<file path="config.mk">
export PLATFORM = sky130hd
export DESIGN_NAME = lsb_queue
export DESIGN_NICKNAME = d
export VERILOG_FILES = /design/src/rtl/lsb_pkg.sv /design/src/rtl/lsb_load_align.sv /design/src/rtl/lsb_queue.sv
export SDC_FILE = /design/constraint.sdc
export NUM_CORES = 2
export LEC_CHECK = 0
export ABC_AREA = 0
export BUFFER_PORTS_ARGS = -buffer_cell sky130_fd_sc_hd__buf_2
export CELL_PAD_IN_SITES_DETAIL_PLACEMENT = 0
export CELL_PAD_IN_SITES_GLOBAL_PLACEMENT = 2
export CORE_MARGIN = 2
export CORE_UTILIZATION = 41
export CTS_CLUSTER_SIZE = 40
export DETAILED_ROUTE_END_ITERATION = 7
export GPL_TIMING_DRIVEN = 0
export PLACE_DENSITY = 0.79
export SLEW_MARGIN = 30
export SYNTH_ARGS = -nofsm -noshare
export SYNTH_HDL_FRONTEND = slang
export SYNTH_HIERARCHICAL = 1
export SYNTH_SLANG_ARGS = --single-unit
</file>
<file path="constraint.sdc">
create_clock -name clk -period 4.53 [get_ports clk]
set_input_delay 0.2265 -clock clk [delete_from_list [all_inputs] [get_ports clk]]
set_output_delay 0.2265 -clock clk [all_outputs]
set_load 0.005 [all_outputs]
</file>
<file path="src/rtl/lsb_pkg.sv">
// Shared constants and types for the load/store buffer.
package lsb_pkg;

  localparam int unsigned XLEN = 32;
  localparam int unsigned F3_W = 3;

  // Load funct3 encodings
  localparam logic [F3_W-1:0] F3_LB  = 3'b000;
  localparam logic [F3_W-1:0] F3_LH  = 3'b001;
  localparam logic [F3_W-1:0] F3_LW  = 3'b010;
  localparam logic [F3_W-1:0] F3_LBU = 3'b100;
  localparam logic [F3_W-1:0] F3_LHU = 3'b101;

  // Store funct3 encodings
  localparam logic [F3_W-1:0] F3_SB  = 3'b000;
  localparam logic [F3_W-1:0] F3_SH  = 3'b001;
  localparam logic [F3_W-1:0] F3_SW  = 3'b010;

  typedef enum logic [1:0] {
    S_IDLE  = 2'd0,
    S_WAIT  = 2'd1,
    S_DRAIN = 2'd2
  } lsb_state_e;

  // Byte-lane replication used for sign extension
  function automatic logic [XLEN-1:0] sext8(input logic [7:0] b);
    sext8 = {{(XLEN-8){b[7]}}, b};
  endfunction

  function automatic logic [XLEN-1:0] sext16(input logic [15:0] h);
    sext16 = {{(XLEN-16){h[15]}}, h};
  endfunction

endpackage

</file>
<file path="src/rtl/lsb_load_align.sv">
// Extends an LSB-aligned raw memory word according to the load funct3.
module lsb_load_align
  import lsb_pkg::*;
(
  input  logic [F3_W-1:0] width,
  input  logic [XLEN-1:0] raw,
  output logic [XLEN-1:0] aligned_c
);

  // Sign or zero extension selected by load width
  always_comb begin
    aligned_c = raw;
    case (width)
      F3_LB:   aligned_c = sext8(raw[7:0]);
      F3_LH:   aligned_c = sext16(raw[15:0]);
      F3_LBU:  aligned_c = {24'h000000, raw[7:0]};
      F3_LHU:  aligned_c = {16'h0000, raw[15:0]};
      default: aligned_c = raw;
    endcase
  end

endmodule

</file>
<file path="src/rtl/lsb_queue.sv">
// In-order load/store buffer: operand wakeup from CDB, commit-gated stores,
// speculative loads, single outstanding memory request, flush recovery.
module lsb_queue
  import lsb_pkg::*;
#(
  parameter  int unsigned DEPTH = 16,
  parameter  int unsigned ROB_W = 4,
  parameter  int unsigned CDB_N = 2,
  localparam int unsigned PTR_W = $clog2(DEPTH),
  localparam int unsigned CNT_W = PTR_W + 1
) (
  input  logic                   clk,
  input  logic                   rst,
  input  logic                   rdy,
  input  logic                   flush,
  input  logic                   disp_valid,
  output logic                   disp_ready,
  input  logic                   disp_is_store,
  input  logic [F3_W-1:0]        disp_width,
  input  logic [ROB_W-1:0]       disp_rob,
  input  logic [XLEN-1:0]        disp_base_val,
  input  logic [XLEN-1:0]        disp_data_val,
  input  logic [XLEN-1:0]        disp_imm,
  input  logic                   disp_base_wait,
  input  logic                   disp_data_wait,
  input  logic [ROB_W-1:0]       disp_base_tag,
  input  logic [ROB_W-1:0]       disp_data_tag,
  input  logic [CDB_N-1:0]       cdb_valid,
  input  logic [CDB_N*ROB_W-1:0] cdb_tag,
  input  logic [CDB_N*XLEN-1:0]  cdb_value,
  input  logic                   commit_valid,
  input  logic [ROB_W-1:0]       commit_rob,
  output logic                   mem_req_valid,
  output logic                   mem_req_write,
  output logic [XLEN-1:0]        mem_req_addr,
  output logic [XLEN-1:0]        mem_req_data,
  output logic [F3_W-1:0]        mem_req_width,
  input  logic                   mem_resp_valid,
  input  logic [XLEN-1:0]        mem_resp_data,
  output logic                   ld_valid,
  output logic [ROB_W-1:0]       ld_rob,
  output logic [XLEN-1:0]        ld_value,
  output logic [CNT_W-1:0]       count,
  output logic                   full,
  output logic                   empty
);

  // Entry storage
  logic [DEPTH-1:0] valid, is_store, committed, base_wait, data_wait;
  logic [F3_W-1:0]  width_q  [DEPTH];
  logic [ROB_W-1:0] rob_q    [DEPTH];
  logic [ROB_W-1:0] base_tag [DEPTH];
  logic [ROB_W-1:0] data_tag [DEPTH];
  logic [XLEN-1:0]  base_val [DEPTH];
  logic [XLEN-1:0]  data_val [DEPTH];
  logic [XLEN-1:0]  imm_q    [DEPTH];

  logic [PTR_W-1:0] head, tail;
  logic [CNT_W-1:0] ccount;
  lsb_state_e       state;

  // Next-state helpers
  logic [DEPTH-1:0] base_hit, data_hit;
  logic [XLEN-1:0]  base_cdb [DEPTH];
  logic [XLEN-1:0]  data_cdb [DEPTH];
  logic             disp_base_hit, disp_data_hit;
  logic [XLEN-1:0]  disp_base_cdb, disp_data_cdb;
  logic             commit_hit;
  logic [PTR_W-1:0] commit_idx;
  logic             pop, head_flushed, adv, push, head_ready;
  logic [PTR_W-1:0] head_nxt, tail_nxt;
  logic [CNT_W-1:0] count_nxt, ccount_nxt;
  logic [XLEN-1:0]  aligned;

  // Returns {hit, value} for the highest-numbered CDB channel matching tag
  function automatic logic [XLEN:0] cdb_match(
    input logic [ROB_W-1:0]       tag,
    input logic [CDB_N-1:0]       cv,
    input logic [CDB_N*ROB_W-1:0] ct,
    input logic [CDB_N*XLEN-1:0]  cval
  );
    cdb_match = '0;
    for (int c = 0; c < CDB_N; c++) begin
      if (cv[c] && (ct[c*ROB_W +: ROB_W] == tag)) begin
        cdb_match = {1'b1, cval[c*XLEN +: XLEN]};
      end
    end
  endfunction

  lsb_load_align u_align (
    .width     (mem_req_width),
    .raw       (mem_resp_data),
    .aligned_c (aligned)
  );

  // CDB tag comparison for stored entries and the dispatching op
  always_comb begin
    for (int i = 0; i < DEPTH; i++) begin
      {base_hit[i], base_cdb[i]} = cdb_match(base_tag[i], cdb_valid, cdb_tag, cdb_value);
      {data_hit[i], data_cdb[i]} = cdb_match(data_tag[i], cdb_valid, cdb_tag, cdb_value);
    end
    {disp_base_hit, disp_base_cdb} = cdb_match(disp_base_tag, cdb_valid, cdb_tag, cdb_value);
    {disp_data_hit, disp_data_cdb} = cdb_match(disp_data_tag, cdb_valid, cdb_tag, cdb_value);
  end

  // Commit lookup, pointer and occupancy arithmetic, head readiness
  always_comb begin
    commit_hit = 1'b0;
    commit_idx = '0;
    for (int i = 0; i < DEPTH; i++) begin
      if (commit_valid && valid[i] && is_store[i] && !committed[i] &&
          (rob_q[i] == commit_rob)) begin
        commit_hit = 1'b1;
        commit_idx = PTR_W'(i);
      end
    end

    pop          = (state == S_WAIT) && mem_resp_valid;
    // An in-flight load at flush leaves the queue now; its response is drained
    head_flushed = flush && (state == S_WAIT) && !is_store[head];
    adv          = pop || head_flushed;
    push         = disp_valid && !full && !flush;

    head_nxt   = head + PTR_W'(adv);
    ccount_nxt = ccount + CNT_W'(commit_hit) - CNT_W'(pop && is_store[head]);

    if (flush) begin
      tail_nxt  = head_nxt + PTR_W'(ccount_nxt);
      count_nxt = ccount_nxt;
    end else begin
      tail_nxt  = tail + PTR_W'(push);
      count_nxt = count + CNT_W'(push) - CNT_W'(adv);
    end

    head_ready = valid[head] && !base_wait[head] &&
                 (!is_store[head] || (!data_wait[head] && committed[head]));
  end

  // Queue storage, pointers, wakeup, commit marking and flush recovery
  always_ff @(posedge clk) begin
    if (rst) begin
      head       <= '0;
      tail       <= '0;
      count      <= '0;
      ccount     <= '0;
      full       <= 1'b0;
      empty      <= 1'b1;
      disp_ready <= 1'b1;
      valid      <= '0;
      is_store   <= '0;
      committed  <= '0;
      base_wait  <= '0;
      data_wait  <= '0;
    end else if (rdy) begin
      head       <= head_nxt;
      tail       <= tail_nxt;
      count      <= count_nxt;
      ccount     <= ccount_nxt;
      full       <= (count_nxt == CNT_W'(DEPTH));
      empty      <= (count_nxt == '0);
      disp_ready <= (count_nxt != CNT_W'(DEPTH));

      for (int i = 0; i < DEPTH; i++) begin
        if (valid[i] && base_wait[i] && base_hit[i]) begin
          base_val[i]  <= base_cdb[i];
          base_wait[i] <= 1'b0;
        end
        if (valid[i] && data_wait[i] && data_hit[i]) begin
          data_val[i]  <= data_cdb[i];
          data_wait[i] <= 1'b0;
        end
        // Same-cycle commit counts as committed for the flush
        if (flush && !committed[i] && !(commit_hit && (commit_idx == PTR_W'(i)))) begin
          valid[i] <= 1'b0;
        end
      end

      if (commit_hit) begin
        committed[commit_idx] <= 1'b1;
      end

      if (adv) begin
        valid[head]     <= 1'b0;
        committed[head] <= 1'b0;
      end

      if (push) begin
        valid[tail]     <= 1'b1;
        is_store[tail]  <= disp_is_store;
        committed[tail] <= 1'b0;
        width_q[tail]   <= disp_width;
        rob_q[tail]     <= disp_rob;
        imm_q[tail]     <= disp_imm;
        base_tag[tail]  <= disp_base_tag;
        data_tag[tail]  <= disp_data_tag;
        base_val[tail]  <= (disp_base_wait && disp_base_hit) ? disp_base_cdb : disp_base_val;
        base_wait[tail] <= disp_base_wait && !disp_base_hit;
        data_val[tail]  <= (disp_data_wait && disp_data_hit) ? disp_data_cdb : disp_data_val;
        data_wait[tail] <= disp_is_store && disp_data_wait && !disp_data_hit;
      end
    end
  end

  // Head issue FSM with registered memory request and load result
  always_ff @(posedge clk) begin
    if (rst) begin
      state         <= S_IDLE;
      mem_req_valid <= 1'b0;
      mem_req_write <= 1'b0;
      mem_req_addr  <= '0;
      mem_req_data  <= '0;
      mem_req_width <= '0;
      ld_valid      <= 1'b0;
      ld_rob        <= '0;
      ld_value      <= '0;
    end else if (rdy) begin
      ld_valid <= 1'b0;
      case (state)
        S_IDLE: begin
          if (!flush && head_ready) begin
            state         <= S_WAIT;
            mem_req_valid <= 1'b1;
            mem_req_write <= is_store[head];
            mem_req_addr  <= base_val[head] + imm_q[head];
            mem_req_data  <= is_store[head] ? data_val[head] : '0;
            mem_req_width <= width_q[head];
          end
        end
        S_WAIT: begin
          if (mem_resp_valid) begin
            state         <= S_IDLE;
            mem_req_valid <= 1'b0;
            if (!is_store[head] && !flush) begin
              ld_valid <= 1'b1;
              ld_rob   <= rob_q[head];
              ld_value <= aligned;
            end
          end else if (flush && !is_store[head]) begin
            state <= S_DRAIN;
          end
        end
        S_DRAIN: begin
          if (mem_resp_valid) begin
            state         <= S_IDLE;
            mem_req_valid <= 1'b0;
          end
        end
        default: state <= S_IDLE;
      endcase
    end
  end

endmodule

</file>
==> reports/metrics.yaml <==
clock_network:
  clockBufferDepth: 3
  cts.root.buffer_cell: "sky130_fd_sc_hd__clkbuf_16"
  clock_tree_from_tritoncts: "yes"
  cts_max_level: 4
  cts_inserted_buffers: 217
  worst_skew_pair.late_latency_ps: 920
  tritoncts_num_sinks: 1989
  clk_slew_on_worst_s_h_paths_ps: 60
run_status:
  failed_checks: "design-rule violations, negative setup slack"
  run_status: "complete, but fails checks"
sta:
  hold_violations: 0
  tightest_slew_ps: 1247
  timing.final.setup_violations: 12
  finalMaxSlewViolations: 0
  timing.final.ws_setup_ps: -45.16
  relSlewSlack_pct: 16.55
  setup_total_negative_slack_ps: -440.6
  fraction_of_the_cycle_the_final_worst_path_needs_pct: 101.0
  fin_worst_skew_ps: 47.16
  final_period_minus_worst_setup_slack_ps: 4575
  clock.fmax_ghz: 0.2186
power_and_ir_drop:
  power.internal_mw: 31.06
  switchingPower_mw: 10.51
  vdd_drop_max_mv: 0.3452
  power.switching_fraction_pct: 25.29
  power_leakage_nw: 38.18
  fin_total_pwr_mw: 41.57
  comb_power_share_pct: 8.3
  seq_power_share_pct: 48.0
  power.density_nw_per_um2: 345.2
  p_clk_share_pct: 43.7
grt:
  grt.overflow.total: 0
  grt_pass1_wl_um: 641800
  gr-usage-all-layers_pct: 36.86
  vias_in_the_first_global_route: 79190
  initial_antenna_violation_count: 37
  grt_start_max_net_pins: 32
logic_synthesis:
  top_cells_by_area_synth: "sky130_fd_sc_hd__edfxtp_1 53%, sky130_fd_sc_hd__mux4_2 12%, sky130_fd_sc_hd__a221oi_1 6.4%"
  synth.top_cells.by_count: "1,776 x sky130_fd_sc_hd__edfxtp_1, 946 x sky130_fd_sc_hd__a21oi_1, 741 x sky130_fd_sc_hd__a221oi_1, 687 x sky130_fd_sc_hd__clkbuf_1, 519 x sky130_fd_sc_hd__mux4_2"
  synth_top_flop_cell: "sky130_fd_sc_hd__edfxtp_1"
  syn-instance-count: 7613
  most_repeated_cell_in_the_gate_level_netlist_after_synthesis: "sky130_fd_sc_hd__edfxtp_1"
  yosys.area.top_type_share_pct: 52.53
  yosysTopAreaCell: "sky130_fd_sc_hd__edfxtp_1"
  synth_enable_flop_cells: 1776
  async_reset_ff_share_pct: 0
  synthesis.area_per_instance_um2: 13.34
  yosys.cell_types.count: 90
  synth.net_count: 7900
  synth_warnings: 6
  yosysSeqAreaShare_pct: 56.73
  synth-seq-cells: 1989
  post_synth_instance_area_um2: 101500
flow_run:
  timing.max_cap.violations: 0
detailed_routing:
  highest_layer: "met5"
  route.met3.wl_um: 65050
  wl_per_instance_um: 39.88
  met2_length_um: 204400
  drt.antenna.violating_nets: 0
  drt_pass1_iterations: 7
  detail_route.iter0.violations: 13950
  vias: 82720
  detail_route.wirelength.met1_um: 170200
  wl_um: 475200
  remaining_drc_errors: 4
  vias_per_cell: 6.942
floorplan:
  die_outline_height_um: 501.6
  fp.dieW_um: 501.6
  area_enclosed_by_the_die_boundary_um2: 251600
  pin_count: 345
  start_util_pct: 41.24
  number_of_placement_rows: 182
  fp.coreArea_um2: 246200
finish:
  instances_no_fill: 11920
  nets: 8683
  nFillCells: 21610
  area_growth_syn_to_layout_pct: 18.62
  postLayoutCoreUtil_pct: 48.92
  post_route_cells_drive_above_1_share_pct: 21.72
placed_design:
  io_buffers: 255
  gp_congestion: 1.043
  place.detailed.instances: 11300
  place.detailed.hpwl_um: 353100
  pre_cts_slack_ps: -2158
setup_path:
  worst-endpoint-arrival_ps: 5170
  r2r_cells: 12
  cp.required_ps: 5120
  crit_path_max_fanout: 18
  path_class: "register to register"
  endpoint_kind: "register"
  timing.critical_path.from_type: "register"
min_path:
  type_of_the_tightest_min_delay_check: "input port to register"
  hold_depth: 4
sequential cells by signal, summed over array words and instances (netlist names), 4 cells and up, named ones only:
register and cells:
base_val 512, data_val 512, imm_q 512, base_tag 64, data_tag 64, rob_q 64
width_q 48, ld_value 32, mem_req_addr 32, mem_req_data 32, base_wait 16, committed 16
data_wait 16, is_store 16, valid 16, ccount 5, count 5, head 4
ld_rob 4, tail 4
critical path, stage by stage (launching register included):
cell and delay [ps]:
sky130_fd_sc_hd__dfxtp_1 320, sky130_fd_sc_hd__nor2_1 100, sky130_fd_sc_hd__nand2_1 180, sky130_fd_sc_hd__or3_1 360, sky130_fd_sc_hd__clkbuf_1 190, sky130_fd_sc_hd__nor2_2 440, sky130_fd_sc_hd__nand2_1 440, sky130_fd_sc_hd__inv_2 270
sky130_fd_sc_hd__buf_2 500, sky130_fd_sc_hd__buf_2 670, sky130_fd_sc_hd__buf_12 290, sky130_fd_sc_hd__buf_16 200, sky130_fd_sc_hd__buf_16 180
worst paths after layout:
path                                   from           end  slack [ps]
worst max register to register         full  imm_q[2][15]         -50
worst min-delay path                    rdy      valid[4]         100
worst max-delay path                   full  imm_q[2][15]         -50
worst min register to register  ld_value[2]   ld_value[2]         450
timing repair:
| action | in CTS | in global routing |
|---|---|---|
| setup buffers | 13 | 26 |
| hold endpoints to repair | 1230 | 0 |
| resized for setup | 183 | 58 |
| cloned | 0 | 1 |
| hold buffers | 152 | 0 |
| pin swaps | 5 | 19 |
| setup endpoints to repair | 31 | 58 |
routing by layer:
| layer | GRT usage, % | vias to the layer above |
|---|---|---|
| li1 | - | 32260 |
| met1 | 46.68 | 42020 |
| met2 | 54.50 | 6883 |
| met3 | 12.78 | 1531 |
| met4 | 21.99 | 28 |
| met5 | 0 | - |
power groups by stage:
| stage | sequential, mW | clock (mW) | combinational [mW] |
|---|---|---|---|
| 3_3_place_gp | 20.4 | 0 | 2.96 |
| 6_report | 20.0 | 18.2 | 3.45 |
| 3_5_place_dp | 20.4 | 0 | 3.08 |
| 4_1_cts | 20.0 | 18.1 | 3.25 |
| 2_1_floorplan | 20.3 | 0 | 1.73 |
| 5_1_grt | 20.0 | 18.8 | 3.54 |
cell type report:
cell class	instances	area, µm²	area share (%)
buffer	997	4960	4.118
antenna	16	40.04	0.03325
multi-input combinational	4575	40500	33.63
timing repair buffer	567	5861	4.867
tap	3312	4144	3.441
inverter	49	191.4	0.1590
sequential	1989	57600	47.83
clock buffer	259	5690	4.725
clock inverter	151	1438	1.194
through the flow:
| stage | area, µm² | hold WS, ps |
|---|---|---|
| finish | 120400 | 100.3 |
| CTS | 119800 | 6.827 |
| floorplan | 101500 | 325.4 |
| global route | 120400 | 55.53 |
| global placement | 106900 | 439.0 |
| detailed placement | 110300 | 443.9 |
logic make-up (layout without fill, tap and decap cells):
family / after synthesis / count (layout) / synth area share (%)
buffers and inverters: 1049 / 2023 / 4.349
other: 0 / 16 / 0
flip-flops: 1989 / 1989 / 56.73
AO/OA/AOI/OAI: 2333 / 2333 / 15.43
multiplexers: 882 / 882 / 15.10
adder cells (fa/ha/maj): 56 / 56 / 0.7197
XOR/XNOR: 377 / 377 / 3.252
AND/OR/NAND/NOR: 927 / 927 / 4.426
cells in the final DEF, fill, tap and decap left out, types with 23 or more instances in the layout:
cell type	instances
sky130_fd_sc_hd__clkinv_1	43
sky130_fd_sc_hd__xnor2_1	135
sky130_fd_sc_hd__a21o_1	24
sky130_fd_sc_hd__nor4_4	34
sky130_fd_sc_hd__o21ai_0	100
sky130_fd_sc_hd__nand2b_1	31
sky130_fd_sc_hd__nor2_4	30
sky130_fd_sc_hd__a21oi_1	940
sky130_fd_sc_hd__nor2_1	189
sky130_fd_sc_hd__nand3_1	101
sky130_fd_sc_hd__o22ai_1	290
sky130_fd_sc_hd__nor3_1	58
sky130_fd_sc_hd__mux2i_1	362
sky130_fd_sc_hd__clkbuf_16	223
sky130_fd_sc_hd__buf_2	451
sky130_fd_sc_hd__edfxtp_1	1776
sky130_fd_sc_hd__a31oi_1	29
sky130_fd_sc_hd__a21oi_2	65
sky130_fd_sc_hd__buf_6	35
sky130_fd_sc_hd__buf_4	59
sky130_fd_sc_hd__dfxtp_1	211
sky130_fd_sc_hd__xor2_1	239
sky130_fd_sc_hd__nand2_1	337
sky130_fd_sc_hd__inv_1	44
sky130_fd_sc_hd__mux4_2	519
sky130_fd_sc_hd__ha_1	36
sky130_fd_sc_hd__buf_1	49
sky130_fd_sc_hd__a211oi_1	23
sky130_fd_sc_hd__buf_16	73
sky130_fd_sc_hd__dlygate4sd3_1	152
sky130_fd_sc_hd__clkinv_2	58
sky130_fd_sc_hd__clkbuf_2	56
sky130_fd_sc_hd__clkbuf_1	628
sky130_fd_sc_hd__a221oi_1	741
sky130_fd_sc_hd__buf_12	44
(Power assumes the default switching activity.)
